==> src/rtl/alt_mon_pkg.sv <==
// Shared types and default parameters for the alternating-run monitor.
package alt_mon_pkg;

    typedef enum logic [1:0] {
        IDLE  = 2'b00,
        RUN   = 2'b01,
        ALARM = 2'b10,
        HOLD  = 2'b11
    } alt_mon_state_t;

    localparam int CNT_W_DEF    = 8;
    localparam int THRESH_DEF   = 4;
    localparam int HOLD_CYC_DEF = 3;

endpackage

==> src/rtl/alt_run_monitor_sat_counter.sv <==
// Saturating counter: clear beats load-1, load-1 beats increment; holds at 2**W-1.
module sat_counter #(
    parameter int W = 8
) (
    input  logic         clk,
    input  logic         rst,
    input  logic         clr,
    input  logic         load1,
    input  logic         inc,
    output logic [W-1:0] q
);

    localparam logic [W-1:0] MAX = '1;

    always_ff @(posedge clk or posedge rst) begin
        if (rst)
            q <= '0;
        else if (clr)
            q <= '0;
        else if (load1)
            q <= W'(1);
        else if (inc && q != MAX)
            q <= q + W'(1);
    end

endmodule

==> src/rtl/alt_run_monitor.sv <==
// Run-length / alarm monitor for the detector match flag z_in.
// Build option: define ALT_MON_STICKY_EN to give alarm_seen a sticky flop.
module alt_run_monitor
    import alt_mon_pkg::*;
#(
    parameter int CNT_W    = CNT_W_DEF,
    parameter int THRESH   = THRESH_DEF,
    parameter int HOLD_CYC = HOLD_CYC_DEF
) (
    input  logic             clk,
    input  logic             rst,
    input  logic             z_in,
    input  logic             clr,
    output logic [CNT_W-1:0] run_len,
    output logic [CNT_W-1:0] max_run,
    output logic [CNT_W-1:0] evt_cnt,
    output logic             alarm,
    output logic             alarm_pulse,
    output logic             alarm_seen
);

    localparam int HW = (HOLD_CYC > 1) ? $clog2(HOLD_CYC) : 1;
    localparam logic [CNT_W-1:0] CNT_MAX = '1;

    alt_mon_state_t   state, state_nxt;
    logic [HW-1:0]    hold_cnt, hold_nxt;
    logic [CNT_W-1:0] run_plus, run_len_nxt;
    logic             run_start, run_inc, run_clr;
    logic             pulse_nxt, alarm_nxt;

    assign run_plus = (run_len == CNT_MAX) ? run_len : run_len + CNT_W'(1);

    always_ff @(posedge clk or posedge rst) begin
        if (rst)
            state <= IDLE;
        else
            state <= state_nxt;
    end

    // Threshold is checked against the incremented length so the alarm
    // rises at the same edge that run_len reaches THRESH.
    always_comb begin
        state_nxt = state;
        if (clr) begin
            state_nxt = IDLE;
        end else begin
            case (state)
                IDLE:    if (z_in) state_nxt = RUN;
                RUN:     if (!z_in) state_nxt = IDLE;
                         else if (run_plus == CNT_W'(THRESH)) state_nxt = ALARM;
                ALARM:   if (!z_in) state_nxt = HOLD;
                HOLD:    if (z_in) state_nxt = RUN;
                         else if (hold_cnt == '0) state_nxt = IDLE;
                default: state_nxt = IDLE;
            endcase
        end
    end

    always_comb begin
        run_start = !clr && z_in && (state == IDLE || state == HOLD);
        run_inc   = !clr && z_in && (state == RUN  || state == ALARM);
        run_clr   = clr || !z_in;
        pulse_nxt = (state == RUN) && (state_nxt == ALARM);
        alarm_nxt = (state_nxt == ALARM) || (state_nxt == HOLD);

        run_len_nxt = run_len;
        if (run_clr)        run_len_nxt = '0;
        else if (run_start) run_len_nxt = CNT_W'(1);
        else if (run_inc)   run_len_nxt = run_plus;

        hold_nxt = hold_cnt;
        if (clr)
            hold_nxt = '0;
        else if (state == ALARM && !z_in)
            hold_nxt = HW'(HOLD_CYC - 1);
        else if (state == HOLD && !z_in && hold_cnt != '0)
            hold_nxt = hold_cnt - HW'(1);
    end

    always_ff @(posedge clk or posedge rst) begin
        if (rst) begin
            hold_cnt    <= '0;
            alarm       <= 1'b0;
            alarm_pulse <= 1'b0;
            max_run     <= '0;
        end else begin
            hold_cnt    <= hold_nxt;
            alarm       <= alarm_nxt;
            alarm_pulse <= pulse_nxt;
            if (clr)
                max_run <= '0;
            else if (run_len_nxt > max_run)
                max_run <= run_len_nxt;
        end
    end

    sat_counter #(.W(CNT_W)) u_run_cnt (
        .clk   (clk),
        .rst   (rst),
        .clr   (run_clr),
        .load1 (run_start),
        .inc   (run_inc),
        .q     (run_len)
    );

    sat_counter #(.W(CNT_W)) u_evt_cnt (
        .clk   (clk),
        .rst   (rst),
        .clr   (clr),
        .load1 (1'b0),
        .inc   (run_start),
        .q     (evt_cnt)
    );

`ifdef ALT_MON_STICKY_EN
    always_ff @(posedge clk or posedge rst) begin
        if (rst)
            alarm_seen <= 1'b0;
        else if (clr)
            alarm_seen <= 1'b0;
        else if (pulse_nxt)
            alarm_seen <= 1'b1;
    end
`else
    assign alarm_seen = 1'b0;
`endif

endmodule
==> config.mk <==
export PLATFORM = sky130hd
export DESIGN_NAME = alt_run_monitor
export DESIGN_NICKNAME = d
export VERILOG_FILES = /design/src/rtl/alt_mon_pkg.sv /design/src/rtl/alt_run_monitor_sat_counter.sv /design/src/rtl/alt_run_monitor.sv
export SDC_FILE = /design/constraint.sdc
export NUM_CORES = 1
export LEC_CHECK = 0
export BUFFER_PORTS_ARGS = -buffer_cell sky130_fd_sc_hd__buf_2
export CORE_MARGIN = 10
export CORE_UTILIZATION = 55
export CTS_BUF_LIST = sky130_fd_sc_hd__clkbuf_16
export CTS_CLUSTER_DIAMETER = 40
export DETAILED_ROUTE_END_ITERATION = 8
export PLACE_DENSITY_LB_ADDON = 0.1
export REMOVE_ABC_BUFFERS = 1
export SETUP_SLACK_MARGIN = 0.4
export SYNTH_ARGS = -nofsm -noshare
export SYNTH_HDL_FRONTEND = slang
export SYNTH_SLANG_ARGS = --single-unit
==> constraint.sdc <==
create_clock -name clk -period 5.6 [get_ports clk]
set_input_delay 0 -clock clk [delete_from_list [all_inputs] [get_ports clk]]
set_output_delay 0 -clock clk [all_outputs]
set_load 0.02 [all_outputs]
# == Yosys cells after proc, flatten, opt, wreduce, memory -nomap -nowiden ==
# Cells that the tools add are included.
# totals
mem_bits_ro,0
latch_bits,0
ramBits,0
regBits,30
mem_count,0
# op_classes
eq_ne,9
multipliers,0
mux,22
n_div,0
reduce_logical,22
add_sub_neg,3
n_bitwise,0
order_cmp,1
shift,0
# ops
cell,count
8-bit 2-to-1 mux,11
2-bit 2-to-1 mux,10
8-bit by 1-bit adder with 8-bit output (second input constant),2
8-bit inequality test (second input constant),2
1-bit logical AND,9
2-bit == test (second input constant),4
8-bit by 3-bit == test with 1-bit output (second input constant),1
8-bit == test (second input constant),1
8-bit greater-than comparator,1
2-bit one-hot mux with 4 select lines,1
2-bit nonzero test,3
3-bit nonzero test,2
2-bit logical NOT,2
1-bit logical OR,4
2-bit by 1-bit == test with 1-bit output (second input constant),1
1-bit logical NOT,2
2-bit by 1-bit subtractor with 2-bit output (second input constant),1

# == Logic depth before layout (Yosys ltp) ==
# Gate-level depths: netlist (run 1).
# depth
depth_word,9
mapped_depth,11

# == By module ==
# From an unflattened synthesis (run 1), not the netlist that was laid out.
# hier_totals
cells_unflattened,253
hier_area_um2,2258.4
# by_module_without_submodules
mod,seq_area_each_um2,n_inst,cells_each,area_each_um2
alt_run_monitor,350.3,1,149,1275.0
sat_counter,200.2,2,52,491.7

# == Least setup slack after synthesis (run 1) ==
# OpenSTA, ideal clock, no wires.
# synth_timing
path_kind,reg-to-reg
startpoint,reg u_run_cnt.q[0]
endpoint,reg max_run[2]
path_stages_with_launch,12
synth_period_minus_slack_ps,2822
setup_slack_ps,2778
arrival_ps,2698
required_ps,5475
path_cell_list,dfrtp_1 -> ha_1 -> nand3_2 -> nor2_2 -> nand2_1 -> a21oi_1 -> ha_1 -> nor2b_1 -> o211ai_1 -> a21oi_1 -> o31ai_2 -> mux2_2
# synth_between
elab_chain_len,7
elab_cells_between_ends,10
cone_classes,add/sub: 1; order compare: 1; eq/ne: 1; mux: 6; reduce/logical: 1
# synth_lines
element,line,source
from (decl),alt_run_monitor_sat_counter.sv:10,output logic [W-1:0] q
from (signal assigned),alt_run_monitor_sat_counter.sv:23,q <= q + W'(1);
8-bit by 1-bit adder with 8-bit output / 8-bit == test (equally long branches),alt_run_monitor.sv:31,assign run_plus = (run_len == CNT_MAX) ? run_len : run_len + CNT_W'(1);
8-bit 2-to-1 mux,alt_run_monitor.sv:31,
8-bit 2-to-1 mux *,alt_run_monitor.sv:69,else if (run_inc) run_len_nxt = run_plus;
8-bit 2-to-1 mux *,alt_run_monitor.sv:68,else if (run_start) run_len_nxt = CNT_W'(1);
8-bit 2-to-1 mux *,alt_run_monitor.sv:67,if (run_clr) run_len_nxt = '0;
8-bit greater-than comparator / 8-bit 2-to-1 mux (equally long branches),alt_run_monitor.sv:92,else if (run_len_nxt > max_run)
2-bit nonzero test (no line) / 8-bit 2-to-1 mux (equally long branches),-,
to (signal assigned),alt_run_monitor.sv:93,max_run <= run_len_nxt;
to (decl),alt_run_monitor.sv:15,"output logic [CNT_W-1:0] max_run,"
# Every way passes the cells marked *; elsewhere a longest branch is shown, timed or not. The select of a mux whose other input is x is not followed.
# A chain may end at the register's enable or synchronous reset.

# == Worst setup path in the final report (run 1) ==
# Same ends and word-level chain as after synthesis.

==> results of run 1 <==
worst max path at each step:
| stage | slack [ns] | endpoint |
|---|---|---|
| 2_1_floorplan | 2.77 | max_run[2]$_DFFE_PP0P_ |
| 3_3_place_gp | 2.59 | max_run[2]$_DFFE_PP0P_ |
| 3_5_place_dp | 2.56 | max_run[2]$_DFFE_PP0P_ |
| 4_1_cts | 2.54 | max_run[2]$_DFFE_PP0P_ |
| 5_1_grt | 2.24 | max_run[2]$_DFFE_PP0P_ |
| 6_report | 2.54 | max_run[2]$_DFFE_PP0P_ |
cells by family after synthesis:
kind of cell    Yosys count  share of synthesized area (%)
simple gates             68                           18.5
compound gates           41                           15.6
flops                    30                           39.3
buf+inv                  25                           5.76
fa+ha+maj                15                           9.82
mux                      10                           6.68
xor+xnor                  9                           4.13
other cells               1                          0.196
through the flow:
step                      util, %  cells  setup WS [ns]
after floorplan                 -    192           2.77
after global placement       62.3    268           2.59
after detailed placement     62.3    268           2.56
after CTS                    66.7    277           2.54
after global routing         66.7    277           2.24
final                        66.7    277           2.54
metal layers:
metal  global-route usage, %  vias to the layer above
met3                    6.64                       11
met1                    14.9                      753
met4                    5.38                        0
li1                        -                      768
met2                    24.1                       45
met5                       0                        -
flip-flops by register name, indices dropped and copies added, names as in the netlist:
| name | cells |
|---|---|
| state | 2 |
| hold_cnt | 2 |
| alarm_pulse | 1 |
| u_evt_cnt.q | 8 |
| alarm | 1 |
| u_run_cnt.q | 8 |
| max_run | 8 |
layout by cell type, fill, tap and decap left out, drive strengths merged, types with 5 or more instances in the layout:
cell	netlist	routed
inv	18	18
nand3	5	5
nor2b	5	5
a21oi	9	9
mux2	7	7
ha	15	15
clkbuf	1	5
buf	6	30
o21ai	10	10
xnor2	7	7
nor2	24	24
nor3	7	7
nand2	8	8
dfrtp	30	30
nand4	7	7
layout make-up:
type | count | area (µm²)
clock buffers | 5 | 125
clock inverters | 3 | 11.3
fillers | 284 | 1110
inverters | 18 | 67.6
multi-input cells | 144 | 1050
flip-flops and latches | 30 | 751
well taps | 46 | 57.6
repair buffers | 31 | 163
power breakdown:
part	total [µW]	switching, µW	internal (µW)
registers	231	7.86	223
clock network	249	89.3	159
logic	84.0	49.3	34.7
total	564	146	418
repair_timing:
| item | CTS | global route |
|---|---|---|
| hold buffers | 1 | 0 |
| endpoints found under the setup margin | 0 | 0 |
| endpoints found under the hold margin | 8 | 0 |
==> results.toml, run 1 <==
[status]
outcome = "completed"

[cts]
cts-resized-gates = 0
cts_sinks = 30
cts_root_buf = "clkbuf_16"
clockBufferDepth = 2
cts_buffers = 5
postCtsSetupBuffers = 0
clk_pin_slew_ns = 0.05
clk_latency_ns = 0.27
htreeDepth = 2
cts_tree = "yes"

[detailed_routing]
ant_nets = 0
first_iter_violations = 117
firstDrtPassIters = 4
drt-met1-wl_mm = 1.80
met3_length_um = 268
wirelength_mm = 4.26
drc_errors = 0
routedWlPerCell_um = 15.4
top_layer = "met4"
viasPerCell = 5.69
vias = 1577
wl_met2_mm = 2.11

[sta]
setup_tns_ns = 0
fmaxAchievable_ghz = 0.327
fin_crit_ns = 3.06
period_share_pct = 54.7
fin_hold_ws_ns = 0.112
clock_skew_ns = 0.00450
drv_slew = 0
setup_viol = 0
rsz0062_at_grt = "false"
hold_viol = 0

[layout]
areaGrowthSynthToFinish_pct = 16.4
nNetsFinal = 249
final_cell_area_um2 = 2220
antenna_cells = 0
layout-drive-gt1-share_pct = 22.9

[critical_path]
r2r_slack_ns = 2.54
worstPathMaxFanout = 7
r2r-end = "max_run[2]$_DFFE_PP0P_"
max_stage_delay_ns = 0.45
crit_buf_inv = 0
arrival_ns = 3.21
cp_num_cells = 11
path_cells = "ha_1 -> nand3_2 -> nor2_2 -> nand2_1 -> a21oi_1 -> ha_1 -> nor2b_1 -> o211ai_1 -> a21oi_1 -> o31ai_2 -> mux2_2"
required_ns = 5.75
critPathSlowestCell = "dfrtp_1"
startpoint = "u_run_cnt.q[0]$_DFFE_PP0P_"
path_class = "reg2reg"
r2r_cells = 11
critical_path.top_delay_family = "compound AO/OA/AOI/OAI gates"
startpoint_type = "register"
r2r_start = "u_run_cnt.q[0]$_DFFE_PP0P_"
crit_path_end_kind = "register"

[yosys]
yosysSeqAreaShare_pct = 39.3
synthesis.instances = 199
synth-seq-cells = 30
synth_enable_flop_cells = 0
yosysTopAreaCellShare_pct = 39.3
yosysMostFrequentCell = "dfrtp_1"
synth.avg_cell_area_um2 = 9.60
synth_cell_type_count = 50
yosysWarnings = 0
ys.flop_type = "dfrtp_1"
synth_area_um2 = 1910
async_flop_share_pct = 100
synth_area_leaders = "dfrtp_1, ha_1, nor2_1"
synthTopCellsByCount = "dfrtp_1, nor2_1, inv_1"
yosysTopAreaCell = "dfrtp_1"

[place]
place_hpwl_mm = 3.27
placed_cell_area_um2 = 2080
io_buffers = 29
gp_congestion = 0.843

[hold_path]
min_path_type = "in2reg"
hold_path_end = "u_evt_cnt.q[3]$_DFFE_PP0P_"
hold_start = "clr"
hold_depth = 2

[grt]
overflow = 0
antenna_found_initial = 0
grt_max_degree = 23
grt_pass1_vias = 1578
track_usage_pct = 14.1
grt_pass1_wl_mm = 7.13

[flow_run]
maxCapViolations = 0

[floorplan]
rows = 21
fp.dieW_um = 78.9
initial_core_util_pct = 57.3
ios = 31
fp.dieH_um = 78.9
core_um2 = 3340
die_area_um2 = 6230

[pwr]
ir_drop_v = 0.000216
power_density_nw_per_um2 = 254
leakage_uw = 0.00105
p_total_uw = 564
No activity file was read; power rests on OpenSTA's default activity.
==> run 2, diff against run 1 <==
clock period = 3.1 ns   (was 5.6 ns; I/O delays follow)
==> run 2 against run 1 <==
Compared with the run above: die area is the same; via count grew 13%; clock power grew 81%; register-to-register slack worse by 2.2 ns; global-route usage up 2.4 points; power is 89% higher; highest routed layer unchanged; worst setup slack worse by 2.2 ns; wire length increased by 21%; critical path depth is the same; final cell count up 8.3%.
==> results.toml, run 2 (synthesis gave the netlist of run 1 again) <==
[detailed_routing]
firstDrtPassIters = 4
viasPerCell = 5.92
wirelength_mm = 5.16
ant_nets = 0
routedWlPerCell_um = 17.2
first_iter_violations = 154
vias = 1775
drc_errors = 0

[floorplan]
core_um2 = 3340
die_area_um2 = 6230
fp.dieW_um = 78.9
fp.dieH_um = 78.9
ios = 31
rows = 21
initial_core_util_pct = 57.3

[sta]
rsz0062_at_grt = "true"
fin_crit_ns = 2.74
setup_viol = 0
drv_slew = 0
setup_ws_ns = 0.365
fmaxAchievable_ghz = 0.366
hold_viol = 0
fin_hold_ws_ns = 0.147
period_share_pct = 88.2
clock_skew_ns = 0.00424

[critical_path]
worstPathMaxFanout = 5
critPathCapture = "max_run[7]$_DFFE_PP0P_"
max_stage_delay_ns = 0.40
r2r_start = "u_run_cnt.q[0]$_DFFE_PP0P_"
r2r_slack_ns = 0.36
arrival_ns = 2.89
path_class = "reg2reg"
critPathSlowestCell = "dfrtp_2"
crit_path_end_kind = "register"
required_ns = 3.25
path_cells = "ha_4 -> nand3_4 -> o2111ai_2 -> xor2_1 -> nor2_1 -> ha_1 -> nand3_2 -> a21boi_4 -> or3_4 -> o22a_4 -> mux2_4"
startpoint_type = "register"
startpoint = "u_run_cnt.q[0]$_DFFE_PP0P_"
r2r-end = "max_run[7]$_DFFE_PP0P_"
r2r_cells = 11
cp_num_cells = 11
crit_buf_inv = 0
critical_path.top_delay_family = "simple AND/OR/NAND/NOR gates"

[pwr]
clock_power_share_pct = 42.1
leakage_uw = 0.00117
seq_power_share_pct = 38.8
p_sw_share_pct = 26.4
switching_power_uw = 282
power_density_nw_per_um2 = 422
comb_power_share_pct = 19.1
ir_drop_v = 0.000251
p_int_uw = 785

[cts]
clk_pin_slew_ns = 0.05
cts_buffers = 5
cts_root_buf = "clkbuf_16"
cts_sinks = 30
htreeDepth = 2
cts_tree = "yes"
clockBufferDepth = 2
clk_latency_ns = 0.27

[grt]
grt_pass1_vias = 1780
top_usage_layer = "met2"
grtUsageMet2_pct = 29.6
grt_pass1_wl_mm = 8.38
gr-usage-met3_pct = 4.62
antenna_found_initial = 0
grt_use_met1_pct = 17.8
track_usage_pct = 16.5
grt_max_degree = 23
overflow = 0

[place]
gp_congestion = 0.925
post-place-ws_ns = -0.0816
io_buffers = 29
place_hpwl_mm = 3.43

[layout]
antenna_cells = 0
layout_common_cells = "buf_2, nor2_1, dfrtp_1, buf_4, inv_1"
nNetsFinal = 272
final_common_cell = "buf_2"
nFillCells = 229
layout-drive-gt1-share_pct = 39.4
biggestRegsByFlops = "max_run: 8 flops, u_evt_cnt.q: 8 flops, u_run_cnt.q: 8 flops"
areaGrowthSynthToFinish_pct = 32.5

[flow_run]
maxCapViolations = 0

[hold_path]
min_path_type = "in2reg"

[status]
outcome = "completed"
run 2: cell types whose count changed in the layout (fill, tap and decap cells not counted), sizes merged:
| cell | previous run | this run |
|---|---|---|
| buf | 30 | 53 |
| clkinv | 3 | 2 |
| inv | 18 | 19 |
run 2: cell type report:
cell class | count | area (µm²) | area share (%)
Sequential cell | 30 | 759 | 30.0
Clock buffer | 5 | 125 | 4.94
Inverter | 18 | 67.6 | 2.67
Timing Repair Buffer | 54 | 339 | 13.4
Clock inverter | 3 | 12.5 | 0.494
Multi-Input combinational cell | 144 | 1170 | 46.2
Tap cell | 46 | 57.6 | 2.27
run 2: per-stage QoR:
step	utilization (%)	instance area [µm²]	instances	total power [µW]	TNS, ns
floorplan	-	1870	192	535	0
global placement	63.4	2120	273	581	0
detailed placement	63.4	2120	273	587	-0.152
CTS	74.3	2480	295	1060	0
global route	75.9	2530	300	1110	0
finish	75.9	2530	300	1070	0
run 2: power groups by stage:
stage                     clock [µW]  combinational [µW]  sequential, µW
after global routing             470                 220             415
after detailed placement           0                 166             421
after CTS                        451                 196             414
after floorplan                    0                 104             431
after global placement             0                 162             419
final                            450                 204             414
run 2: worst min path at each step:
stage / from / end / cells past startpoint
after floorplan: clr / u_evt_cnt.q[5]$_DFFE_PP0P_ / 1
after global placement: rst / hold_cnt[0]$_DFFE_PP0P_ / 2
after detailed placement: rst / hold_cnt[1]$_DFFE_PP0P_ / 2
after CTS: clr / alarm_pulse$_DFF_PP0_ / 4
after global routing: clr / u_evt_cnt.q[5]$_DFFE_PP0P_ / 3
final: clr / alarm_pulse$_DFF_PP0_ / 4
run 2: worst register-to-register path: cells and delay by family, from the launching register on:
| kind | cells | cell delay, ns |
|---|---|---|
| compound gates | 3 | 0.54 |
| flops | 1 | 0.40 |
| xor+xnor | 1 | 0.21 |
| fa+ha+maj | 2 | 0.51 |
| simple gates | 4 | 0.64 |
| mux | 1 | 0.31 |
run 2: repair_timing:
item | CTS | global route
cloned | 0 | 0
pin swaps | 14 | 14
gates resized for setup | 28 | 4
endpoints found under the setup margin | 8 | 8
hold buffers | 1 | 0
hold endpoints to repair | 8 | 0
setup buffers | 13 | 5
run 2: per-layer routing:
layer  part of all wire, %  vias to the layer above
met2                    51                       70
met4                   3.3                        0
met1                    40                      871
met3                   6.2                       22
met5                     0                        -
li1                      -                      812
